### src/rtl/seg7_pkg.sv
`default_nettype none
// ============================================================================
//  Module      : seg7_pkg
//  Description : Shared types, register map, control-field offsets and the
//                hex-to-segment table for the seven-segment scan controller.
//  Revision    : 1.0  initial release
// ============================================================================
package seg7_pkg;

    // Scan sequencer states
    typedef enum logic [1:0] {
        IDLE  = 2'd0,
        BLANK = 2'd1,
        ON    = 2'd2
    } state_e;

    // Register word addresses (address 3 is reserved)
    localparam logic [1:0] ADR_DATA     = 2'd0;
    localparam logic [1:0] ADR_CTRL     = 2'd1;
    localparam logic [1:0] ADR_PRESCALE = 2'd2;

    // CTRL field layout
    localparam int CTRL_MASK_LSB   = 0;
    localparam int CTRL_BRIGHT_LSB = 4;
    localparam int CTRL_EN_BIT     = 8;
    localparam int CTRL_WIDTH      = 9;

    // Active-low cathodes, bit 0 = segA .. bit 6 = segG; entry n is hex digit n
    localparam logic [15:0][6:0] SEG_LUT = {
        7'b0001110,   // F
        7'b0000110,   // E
        7'b0100001,   // d
        7'b1000110,   // C
        7'b0000011,   // b
        7'b0001000,   // A
        7'b0010000,   // 9
        7'b0000000,   // 8
        7'b1111000,   // 7
        7'b0000010,   // 6
        7'b0010010,   // 5
        7'b0011001,   // 4
        7'b0110000,   // 3
        7'b0100100,   // 2
        7'b1111001,   // 1
        7'b1000000    // 0
    };

    // Next enabled digit strictly after idx in ascending order, wrapping.
    // Falls back to idx itself when it is the only enabled digit.
    function automatic logic [1:0] next_digit(input logic [3:0] mask,
                                              input logic [1:0] idx);
        logic [1:0] cand;
        logic [1:0] res;
        res = idx;
        // Walk farthest-first so the nearest enabled candidate wins last
        for (int i = 4; i >= 1; i--) begin
            cand = idx + 2'(i);
            if (mask[cand]) res = cand;
        end
        return res;
    endfunction

endpackage
`default_nettype wire

### src/rtl/seg7_decode.sv
`default_nettype none
// ============================================================================
//  Module      : seg7_decode
//  Description : Combinational hex nibble to active-low cathode pattern.
//  Revision    : 1.0  initial release
// ============================================================================
module seg7_decode
    import seg7_pkg::*;
(
    input  logic [3:0] i_nibble,
    output logic [6:0] o_seg
);

    // Straight table lookup
    always_comb begin
        o_seg = SEG_LUT[i_nibble];
    end

endmodule
`default_nettype wire

### src/rtl/wb_seg7_scan_ctrl.sv
`default_nettype none
// ============================================================================
//  Module      : wb_seg7_scan_ctrl
//  Description : Wishbone slave driving a common-anode multiplexed seven-
//                segment display: digit data, enable mask, PWM brightness and
//                refresh prescaler, with a blank guard tick per digit slot.
//  Revision    : 1.0  initial release
// ============================================================================
module wb_seg7_scan_ctrl
    import seg7_pkg::*;
#(
    parameter int          WORD         = 16,
    parameter int          DISPLAYS     = 4,
    parameter logic [15:0] PRESCALE_RST = 16'd999
) (
    input  logic                clk_i,
    input  logic                rst_ni,
    input  logic                stb_i,
    input  logic                cyc_i,
    input  logic                we_i,
    input  logic [1:0]          adr_i,
    input  logic [WORD/8-1:0]   sel_i,
    input  logic [WORD-1:0]     dat_i,
    output logic                ack_o,
    output logic [WORD-1:0]     dat_o,
    output logic [DISPLAYS-1:0] dispSel_o,
    output logic [6:0]          disp_o
);

    localparam logic [3:0]            C_MASK_ALL = 4'((1 << DISPLAYS) - 1);
    localparam logic [CTRL_WIDTH-1:0] C_CTRL_RST = {1'b1, 4'd15, C_MASK_ALL};

    // Registered state
    logic                  r_ack_q;
    logic [WORD-1:0]       r_dat_q;
    logic [WORD-1:0]       r_data_q;
    logic [CTRL_WIDTH-1:0] r_ctrl_q;
    logic [WORD-1:0]       r_presc_q;
    logic [WORD-1:0]       r_tick_cnt_q;
    logic [3:0]            r_slot_q;
    logic [1:0]            r_idx_q;
    logic [3:0]            r_nib_q;
    state_e                r_state_q;
    logic [DISPLAYS-1:0]   r_sel_q;
    logic [6:0]            r_seg_q;

    // Next-state values
    logic                  w_ack_d;
    logic [WORD-1:0]       w_dat_d;
    logic [WORD-1:0]       w_data_d;
    logic [CTRL_WIDTH-1:0] w_ctrl_d;
    logic [WORD-1:0]       w_presc_d;
    logic [WORD-1:0]       w_tick_cnt_d;
    logic [3:0]            w_slot_d;
    logic [1:0]            w_idx_d;
    logic [3:0]            w_nib_d;
    state_e                w_state_d;
    logic [DISPLAYS-1:0]   w_sel_d;
    logic [6:0]            w_seg_d;

    // Helpers
    logic                  w_req;
    logic                  w_wr;
    logic                  w_presc_wr;
    logic [WORD-1:0]       w_bmask;
    logic [WORD-1:0]       w_rd;
    logic [3:0]            w_mask;
    logic [3:0]            w_bright;
    logic                  w_run;
    logic                  w_tick;
    logic [3:0]            w_slot_nxt;
    logic [15:0]           w_data_lo;
    logic [6:0]            w_dec;

    // Bus handshake, read mux and byte-wise register writes on the ack cycle
    always_comb begin
        w_req      = stb_i & cyc_i;
        w_ack_d    = w_req & ~r_ack_q;
        w_wr       = r_ack_q & w_req & we_i;
        w_presc_wr = w_wr && (adr_i == ADR_PRESCALE);

        w_bmask = '0;
        for (int b = 0; b < WORD/8; b++) begin
            w_bmask[8*b +: 8] = {8{sel_i[b]}};
        end

        case (adr_i)
            ADR_DATA:     w_rd = r_data_q;
            ADR_CTRL:     w_rd = {{(WORD-CTRL_WIDTH){1'b0}}, r_ctrl_q};
            ADR_PRESCALE: w_rd = r_presc_q;
            default:      w_rd = '0;
        endcase
        w_dat_d = w_ack_d ? w_rd : r_dat_q;

        w_data_d  = r_data_q;
        w_ctrl_d  = r_ctrl_q;
        w_presc_d = r_presc_q;
        if (w_wr) begin
            case (adr_i)
                ADR_DATA:     w_data_d  = (r_data_q & ~w_bmask) | (dat_i & w_bmask);
                ADR_CTRL:     w_ctrl_d  = (r_ctrl_q & ~w_bmask[CTRL_WIDTH-1:0])
                                        | (dat_i[CTRL_WIDTH-1:0] & w_bmask[CTRL_WIDTH-1:0]);
                ADR_PRESCALE: w_presc_d = (r_presc_q & ~w_bmask) | (dat_i & w_bmask);
                default:      ;
            endcase
        end
    end

    // Scan sequencer: prescaler tick, slot counter, digit advance and PWM
    always_comb begin
        // Use the value being committed so EN/MASK clears act on the very next edge
        w_mask     = w_ctrl_d[CTRL_MASK_LSB +: 4] & C_MASK_ALL;
        w_bright   = w_ctrl_d[CTRL_BRIGHT_LSB +: 4];
        w_run      = w_ctrl_d[CTRL_EN_BIT] && (w_mask != 4'd0);
        w_tick     = (r_tick_cnt_q >= r_presc_q);
        w_slot_nxt = r_slot_q + 4'd1;
        w_data_lo  = r_data_q[15:0];

        w_state_d    = r_state_q;
        w_slot_d     = r_slot_q;
        w_idx_d      = r_idx_q;
        w_nib_d      = r_nib_q;
        w_tick_cnt_d = r_tick_cnt_q;

        if (!w_run) begin
            // Counters freeze while parked
            w_state_d = IDLE;
        end else if (r_state_q == IDLE) begin
            // Searching from digit 3 upward lands on the lowest enabled digit
            w_state_d    = BLANK;
            w_slot_d     = 4'd0;
            w_tick_cnt_d = '0;
            w_idx_d      = next_digit(w_mask, 2'd3);
            w_nib_d      = w_data_lo[{w_idx_d, 2'b00} +: 4];
        end else begin
            w_tick_cnt_d = w_tick ? '0 : r_tick_cnt_q + WORD'(1);
            if (w_tick) begin
                if (r_slot_q == 4'd15) begin
                    // Slot boundary: next digit, nibble latched once per slot
                    w_slot_d  = 4'd0;
                    w_state_d = BLANK;
                    w_idx_d   = next_digit(w_mask, r_idx_q);
                    w_nib_d   = w_data_lo[{w_idx_d, 2'b00} +: 4];
                end else begin
                    w_slot_d  = w_slot_nxt;
                    w_state_d = (w_slot_nxt <= w_bright) ? ON : BLANK;
                end
            end
        end

        if (w_presc_wr) begin
            w_tick_cnt_d = '0;
        end

        w_seg_d = (w_state_d == ON) ? w_dec : 7'h7F;
        for (int i = 0; i < DISPLAYS; i++) begin
            w_sel_d[i] = ~((w_state_d == ON) && (w_idx_d == 2'(i)));
        end
    end

    seg7_decode u_decode (
        .i_nibble (w_nib_d),
        .o_seg    (w_dec)
    );

    // All state registers with synchronous active-low reset
    always_ff @(posedge clk_i) begin
        if (!rst_ni) begin
            r_ack_q      <= 1'b0;
            r_dat_q      <= '0;
            r_data_q     <= '0;
            r_ctrl_q     <= C_CTRL_RST;
            r_presc_q    <= WORD'(PRESCALE_RST);
            r_tick_cnt_q <= '0;
            r_slot_q     <= 4'd0;
            r_idx_q      <= 2'd0;
            r_nib_q      <= 4'd0;
            r_state_q    <= IDLE;
            r_sel_q      <= '1;
            r_seg_q      <= 7'h7F;
        end else begin
            r_ack_q      <= w_ack_d;
            r_dat_q      <= w_dat_d;
            r_data_q     <= w_data_d;
            r_ctrl_q     <= w_ctrl_d;
            r_presc_q    <= w_presc_d;
            r_tick_cnt_q <= w_tick_cnt_d;
            r_slot_q     <= w_slot_d;
            r_idx_q      <= w_idx_d;
            r_nib_q      <= w_nib_d;
            r_state_q    <= w_state_d;
            r_sel_q      <= w_sel_d;
            r_seg_q      <= w_seg_d;
        end
    end

    assign ack_o     = r_ack_q;
    assign dat_o     = r_dat_q;
    assign dispSel_o = r_sel_q;
    assign disp_o    = r_seg_q;

endmodule
`default_nettype wire

### config.mk
export PLATFORM = sky130hd
export DESIGN_NAME = wb_seg7_scan_ctrl
export DESIGN_NICKNAME = d
export VERILOG_FILES = /design/src/rtl/seg7_pkg.sv /design/src/rtl/seg7_decode.sv /design/src/rtl/wb_seg7_scan_ctrl.sv
export SDC_FILE = /design/constraint.sdc
export NUM_CORES = 1
export LEC_CHECK = 0
export BUFFER_PORTS_ARGS = -buffer_cell sky130_fd_sc_hd__buf_2
export CAP_MARGIN = 20
export CORE_UTILIZATION = 61
export CTS_BUF_LIST = sky130_fd_sc_hd__clkbuf_8
export CTS_CLUSTER_DIAMETER = 40
export CTS_CLUSTER_SIZE = 16
export DETAILED_ROUTE_END_ITERATION = 10
export PLACE_DENSITY = 0.82
export SLEW_MARGIN = 20
export SYNTH_ARGS = -nofsm -noshare
export SYNTH_HDL_FRONTEND = slang
export SYNTH_HIERARCHICAL = 1
export SYNTH_SLANG_ARGS = --single-unit
### constraint.sdc
create_clock -name clk_i -period 4.03 [get_ports clk_i]
set_input_delay 0.2015 -clock clk_i [delete_from_list [all_inputs] [get_ports clk_i]]
set_output_delay 0.2015 -clock clk_i [all_outputs]
set_load 0.1 [all_outputs]
==> run metrics, run 1 <==
Hold Buf Count CTS 0; WS Path Type reg2reg; startpoint class of the critical path flip-flop; mux contribution to synthesized area 10.5%; hold crit path type in2reg; cell count after placement 753; synthesized-area fraction occupied by xor and xnor cells 2.85%; Final Core Density 70.2%; root buf cell clkbuf_8; overall power 1.96 mW; port buffer count 52; initial core utilization 63.2%; diode count 0; Tot GR Track Use 31.4%; status completed; Die Height 94.5 µm; Cell Area, Synth 0.00522 mm²; die area 0.00892 mm²; commonest cells after routing, fill and taps aside dfxtp_1 (96), nor2_1 (70), nand2_1 (61); unrepaired setup endpoints after global routing false; CTS sink cnt 97; fin cells 769; antenna violations before repair 0; Max Slew Vio Count 0; Yosys cell types 60; total number of vias 4,807; Final ANT Viol Nets 0; Sequential Power Share 50.2%; largest net degree at the start of global routing 50; worst r2r src ack_o; Placer Congestion 0.995; syn_nets 670; DRT Pass-1 Iters 6; fillcell total 662; Fmax 0.277 GHz; Synth Area in Simple Gates 22.3%; Sw Ratio 29.0%; maximum capacitance violations 0; Setup TNS Final 0 ps; worst vdd ir 161 µV; hold_sp dat_i[14]; Synth Flop Type dfxtp_1; asr flop ratio synth 0%; fin crit share 89.7%; Sw Pwr 0.569 mW; routed wire length per instance 17.6 µm; Setup crit end kind flip-flop; Layout Nets 713; Leakage 2.51 nW; core area 0.00826 mm²; Crit path required time 4360 ps; Post-Place Setup Slack 433 ps; CTS tree built; number of global-route vias before repair 4,457; Vias per Instance 6.25; first-pass GRT wire length 21,700 µm; Critical Path Start ack_o; Clk pin slew, worst setup/hold paths 100 ps; most common cell after layout, fill and taps aside dfxtp_1; clock latency reported for the late side of the worst-skew pair 380 ps; skew final 10.1 ps; layout cells sized above 1 13.9%; endpoints failing hold 0; Internal 1.40 mW; HPWL after DPL 10,100 µm; postcts setup bufs 0; post-synthesis adder-cell area fraction 6.96%; 1st-iter DRT viols 493; Post-Synthesis Mean Instance Area 8.47 µm²; number of flops mapped to enable cells by yosys 0; row count 33; Rel. slew slack 38.4%; Die Width 94.5 µm; Critical Path Fanout Max 8; number of synthesized register bits 97; Final Setup Violations 0; clock share of power 37.6%; yosys warns 6; sequential share of the synthesized area 37.2%; Longest Clk Path Bufs 2; area delta synth->final 11.1%; Residual DRC 0; Final WS setup 413 ps; CTS-repair resized insts 0; worst slew pin tran 922 ps; fraction of power consumed by combinational cells 12.2%; GR Overflow Total 0; post-synthesis compound-gate area fraction 15.4%; Post-Syn Instances 616; largest family of logic cells by synthesized area simple AND/OR/NAND/NOR gates; shortest period the worst path allows 3620 ps; Crit path arrival time 3950 ps; P per Cell Area 339 mW/mm²; I/O Pins 53; # H-tree levels 3; drt total wl 13,600 µm; total CTS buffers 9
[area by class of cell]
| class | count | area, µm² | share of cell area (%) |
|---|---|---|---|
| sequential | 97 | 1940 | 33.5 |
| timing repair buffer | 63 | 343 | 5.92 |
| clock buffer | 9 | 124 | 2.14 |
| inverter | 30 | 113 | 1.94 |
| tap | 105 | 131 | 2.27 |
| multi-input combinational | 458 | 3030 | 52.3 |
| clock inverter | 7 | 108 | 1.86 |
[power groups by stage]
stage          combinational, mW  sequential [mW]  clock, mW
2_1_floorplan              0.100             1.09          0
3_3_place_gp               0.231             1.01          0
3_5_place_dp               0.236             1.01          0
4_1_cts                    0.237            0.985      0.743
5_1_grt                    0.254            0.988      0.788
6_report                   0.240            0.985      0.739
[worst max-delay path, cell delays in order (launching register included)]
cell and delay, ps:
dfxtp_2 370, nand4_2 230, or4b_4 620, a221oi_4 370
and2_1 230, and2_2 210, nand2_1 110, o221ai_1 250
buf_4 190, ha_1 180, and2b_2 240, or3b_1 370
o21ai_0 80, nand2b_1 120
[metrics by stage]
stage	hold WS, ps	area [µm²]
CTS	57.2	5790
floorplan	325	5220
finish	60.8	5790
global placement	449	5560
global route	67.2	5790
detailed placement	455	5560
[worst paths after layout]
path | slack [ps] | cells past startpoint | to
worst min register to register | 480 | 2 | r_slot_q[1]
worst max register to register | 410 | 13 | disp_o[0]
worst min-delay path | 60 | 3 | flip-flop
worst max-delay path | 410 | 13 | disp_o[0]
[kinds of logic (layout without fill, tap and decap cells)]
kind of cell / count (synthesis) / after routing
AOI/OAI and AO/OA: 118 / 118
muxes: 53 / 53
buffers and inverters: 61 / 109
adders and majority gates: 29 / 29
xor gates and xnor gates: 17 / 17
and+or+nand+nor: 241 / 241
DFF: 97 / 97
[per-layer routing]
metal  GRT usage [%]  wire, µm  up-vias
li1                -         -     2286
met1            41.1      5830     2251
met2            50.4      6180      230
met3            4.59      1050       40
met4            16.0       506        0
met5               0         0        -
[cells in the mapped netlist, types with 3 or more instances]
library cell / instances / area, µm²
mux2i_1: 50 / 500
o21ai_0: 15 / 75.1
or4_1: 4 / 30.0
and2_1: 4 / 25.0
o211ai_1: 9 / 67.6
o22ai_1: 4 / 25.0
nand2_1: 61 / 229
o32a_1: 5 / 50.1
inv_1: 30 / 113
xor2_1: 10 / 87.6
nand3b_1: 4 / 30.0
buf_2: 5 / 25.0
nor2b_1: 4 / 25.0
a21oi_1: 40 / 200
nand4_1: 6 / 37.5
dfxtp_1: 97 / 1940
a22oi_1: 6 / 45.0
ha_1: 29 / 363
nand3_1: 31 / 155
nand2b_1: 8 / 50.1
and3_1: 8 / 50.1
o21a_1: 3 / 22.5
clkbuf_1: 23 / 86.3
xnor2_1: 7 / 61.3
o221ai_1: 4 / 35.0
nor2_1: 70 / 263
nor3_1: 21 / 105
and4_1: 4 / 35.0
a211oi_1: 9 / 67.6
(Power assumes the default switching activity.)
==> run 2, diff against run 1 <==
- CORE_UTILIZATION: 61 -> 55
- PLACE_DENSITY: 0.82 -> 0.78
- TNS_END_PERCENT: default -> 100
- clock period: 4.03 -> 3 ns (I/O delays scaled with it)
==> run 2 against run 1 <==
The flow now finishes with violations (negative setup slack). Non-clock buffer count rose by 101. Clock power rose by 14%. Critical path depth rose by 3. Die area rose by 11%. Utilization rose by 5.3 points. Combinational power rose by 58%. Clock skew rose by 10 ps. Global-route usage fell by 0.57 points. Flip-flop and latch count did not move. Count of clock-buffer cells in the layout rose by 1. Highest routed layer unchanged.
==> run metrics, run 2 (synthesis gave the netlist of run 1 again) <==
startpoint class of the critical path flip-flop; Vias per Instance 6.02; GR Overflow Total 0; WS Path Type reg2reg; maximum capacitance violations 0; Setup crit end kind flip-flop; register area 0.00196 mm²; Fmax 0.310 GHz; worst vdd ir 192 µV; core area 0.00920 mm²; footprint of the multi-input gates 0.00340 mm²; Final Core Density 75.4%; unrepaired setup endpoints after global routing true; total CTS buffers 9; # H-tree levels 3; overall power 2.54 mW; most common cell after layout, fill and taps aside buf_4; P per Cell Area 367 mW/mm²; routed wire length per instance 17.9 µm; fin crit share 107%; Die Height 99.4 µm; Tot GR Track Use 30.9%; HPWL after DPL 11,100 µm; cell count after placement 848; Leakage 3.02 nW; die area 0.00988 mm²; failing checks negative setup slack; Critical Path Fanout Max 4; worst slew pin tran 700 ps; status finished, violations left; DRT Pass-1 Iters 5; CTS tree built; I/O Pins 53; initial core utilization 56.7%; Clk pin slew, worst setup/hold paths 110 ps; Layout Nets 814; Final ANT Viol Nets 0; layout cells sized above 1 32.5%; area delta synth->final 33.0%; first-pass GRT wire length 24,200 µm; largest net degree at the start of global routing 41; Setup TNS Final -622 ps; Crit path arrival time 3490 ps; highest routed layer met4; Final WS setup -221 ps; Rel. slew slack 53.3%; drt total wl 15,700 µm; wire length on met1 6540 µm; total number of vias 5,272; Placer Congestion 0.966; Max Slew Vio Count 0; fillcell total 592; number of global-route vias before repair 4,999; Longest Clk Path Bufs 2; clock latency reported for the late side of the worst-skew pair 380 ps; commonest cells after routing, fill and taps aside buf_4 (106), dfxtp_1 (88), nor2_1 (69); Final Setup Violations 6; WL met2 7470 µm; diode count 0; Die Width 99.4 µm; root buf cell clkbuf_8; Post-Place Setup Slack -404 ps; endpoints failing hold 0; Residual DRC 0; shortest period the worst path allows 3220 ps; antenna violations before repair 0; CTS sink cnt 97; fin cells 876; Crit path required time 3270 ps; 1st-iter DRT viols 395; hold crit path type in2reg; row count 35; skew final 20.2 ps; port buffer count 52; met3 wire length 1120 µm
run 2: cell count changes in the layout (fill, tap and decap cells not counted), sizes merged:
cell | before | now
buf | 63 | 164
clkinv | 0 | 3
bufinv | 2 | 0
inv | 34 | 32
clkbuf | 9 | 10
run 2: where the power goes:
group	switching, mW	total, mW	internal [mW]	leakage [nW]
clock	0.501	0.844	0.343	0.0978
combinational	0.264	0.378	0.113	2.13
sequential	0.0137	1.32	1.31	0.788
total	0.779	2.54	1.76	3.02
run 2: metrics by stage:
step                      hold slack (ps)  area [µm²]
after floorplan                       274        5300
after global placement                391        6320
after detailed placement              406        6320
after CTS                            7.89        6660
after global routing                 20.1        6940
final                                15.5        6940
run 2: repair_timing:
item | in CTS | in global routing
setup endpoints to repair | 10 | 11
gates resized for setup | 24 | 46
setup buffers | 5 | 7
gates cloned | 0 | 0
hold buffers | 0 | 0
pin swaps | 11 | 11
run 2: path summary, 6_finish.rpt:
kind	start	depth (start not counted)	end	slack (ps)
max	flip-flop	16	disp_o[3]	-220
min	dat_i[9]	3	flip-flop	20
max reg2reg	flip-flop	16	disp_o[3]	-220
min reg2reg	dat_o[9]	2	dat_o[9]	490
run 2: routing by layer:
metal	vias up	GRT usage [%]
met4	0	12.9
met1	2457	40.2
met5	-	0
li1	2488	-
met3	57	3.72
met2	270	51.9
run 2: critical path: stages (launching register included):
cell and delay [ps]:
dfxtp_2 350, inv_1 50, ha_1 300, nand2_1 70, o21ai_1 180, a221oi_2 90, buf_4 150, a21oi_4 190
buf_4 150, and2_4 190, nand2_4 80, o221ai_4 300, inv_4 90, ha_4 270, inv_2 30, mux4_2 470
nand2b_4 160
run 2: cell type report:
class                   count  share of cell area (%)
clock inverters             6                   0.884
flip-flops and latches     97                    28.2
inverters                  30                    1.70
repair buffers            164                    16.2
multi-input cells         458                    49.1
clock buffers              10                    1.98
well taps                 111                    2.00
==> run 3, diff against run 2 <==
- BUFFER_PORTS_ARGS: -buffer_cell sky130_fd_sc_hd__buf_2 -> default
- CORE_UTILIZATION: 55 -> 60
- DONT_BUFFER_PORTS: default -> 1
- PLACE_DENSITY: 0.78 -> 0.79
==> run 3 against run 2 <==
The flow still finishes with violations (negative setup slack). Setup slack better by 49 ps. Power is 2.6% higher. Non-clock buffer count is 45 lower. Cell count is 5.8% lower. Flip-flop and latch count stayed put. Sequential power is 5% higher. Clock skew is 2.0 ps lower. Final area is 4.8% lower. Register-to-register slack better by 50 ps. Utilization is 4.2 points higher. Fmax is 1.5% higher.
==> run metrics, run 3 (synthesis gave the netlist of run 1 again) <==
endpoints failing hold 0; first-pass GRT wire length 25,500 µm; diode count 0; hold crit path type in2reg; Internal 1.82 mW; DRT Pass-1 Iters 6; commonest cells after routing, fill and taps aside dfxtp_1 (95), buf_4 (94), nor2_1 (69); root buf cell clkbuf_8; overall power 2.61 mW; CTS tree built; final instance area 0.00661 mm²; I/O Pins 53; 1st-iter DRT viols 488; GR Overflow Total 0; status finished, violations left; fillcell total 539; fin crit share 106%; Clk pin slew, worst setup/hold paths 120 ps; drt total wl 16,300 µm; port buffer count 0; initial core utilization 62.9%; Tot GR Track Use 37.1%; HPWL after DPL 11,100 µm; footprint of the multi-input gates 0.00322 mm²; Crit path required time 3330 ps; unrepaired setup endpoints after global routing true; Final Core Density 79.6%; Layout Nets 769; die area 0.00907 mm²; Max Slew Vio Count 0; Final WS setup -172 ps; hold_sp adr_i[0]; Longest Clk Path Bufs 2; Die Height 95.2 µm; Setup TNS Final -940 ps; antenna violations before repair 0; layout cells sized above 1 21.9%; Placer Congestion 0.917; largest net degree at the start of global routing 34; Critical Path Fanout Max 4; Post-DP Area 0.00601 mm²; startpoint class of the critical path flip-flop; area delta synth->final 26.6%; # H-tree levels 3; total number of vias 5,208; worst slew pin tran 975 ps; Residual DRC 0; P per Cell Area 395 mW/mm²; routed wire length per instance 19.8 µm; Sw Ratio 30.2%; most common cell after layout, fill and taps aside dfxtp_1; worst vdd ir 226 µV; maximum capacitance violations 0; WS Path Type reg2reg; Sw Pwr 0.787 mW; clock latency reported for the late side of the worst-skew pair 390 ps; Crit path arrival time 3500 ps; core area 0.00830 mm²; failing checks negative setup slack; total CTS buffers 9; row count 33; number of global-route vias before repair 5,054; clock share of power 36.0%; Vias per Instance 6.31; Setup crit end kind flip-flop; CTS sink cnt 97; register area 0.00195 mm²; fraction of power consumed by combinational cells 11.0%; Final Setup Violations 11; Post-Place Setup Slack -233 ps; Fmax 0.315 GHz; Final ANT Viol Nets 0; skew final 18.2 ps; Sequential Power Share 53.0%; Rel. slew slack 34.9%; Die Width 95.2 µm; Leakage 2.83 nW; shortest period the worst path allows 3170 ps
[run 3: cell count changes in the layout (fill, tap and decap cells not counted), moves of 7 or more]
cell,delta
buf_4,-12
dfxtp_1,+7
dfxtp_2,-7
dlygate4sd3_1,+23
buf_2,-52
ha_4,-7
[run 3: per-stage QoR]
step | instances | hold slack, ps
CTS | 824 | 1.17
global route | 825 | 16.0
global placement | 782 | 218
finish | 825 | 11.5
floorplan | 616 | 274
detailed placement | 782 | 222
[run 3: final timing paths]
| check | end | slack, ps | cells after the start |
|---|---|---|---|
| min | dat_o[14] | 10 | 3 |
| max reg2reg | disp_o[0] | -170 | 16 |
| max | disp_o[0] | -170 | 16 |
| min reg2reg | r_slot_q[1] | 490 | 2 |
[run 3: final cells by class]
cell class | count | share of cell area (%)
multi-input cells | 458 | 48.8
clock inverters | 7 | 1.40
clock buffers | 9 | 1.88
flip-flops and latches | 97 | 29.5
repair buffers | 119 | 14.8
inverters | 30 | 1.70
well taps | 105 | 1.99
[run 3: worst max-delay path, cell delays in order (launching register included)]
cell and delay, ps:
dfxtp_1 350, inv_1 50, ha_1 300, a21oi_1 130, o21ai_1 110, a221oi_2 370
a21oi_2 130, buf_4 160, and2_4 170, nand2_4 110, o221ai_4 110, inv_2 120
ha_2 210, and2b_2 230, or3b_1 370, o21ai_0 80, nand2b_1 120
[run 3: layer usage]
| metal | track usage [%] | wire length (µm) |
|---|---|---|
| met3 | 8.69 | 1480 |
| met1 | 44.7 | 6410 |
| met2 | 60.2 | 7590 |
| met4 | 21.5 | 837 |
| met5 | 0 | 0 |
[run 3: power groups by stage]
stage	clock (mW)	sequential (mW)	combinational [mW]
after floorplan	0	1.46	0.138
after global placement	0	1.41	0.235
after detailed placement	0	1.41	0.242
after CTS	0.934	1.38	0.277
after global routing	0.988	1.39	0.303
final	0.941	1.38	0.287
[run 3: what timing repair did]
action	4_1_cts	5_1_grt
setup endpoints to repair	11	26
buffers inserted	3	1
hold endpoints to repair	49	0
pin swaps	8	3
resized for setup	21	7
hold buffers	23	0
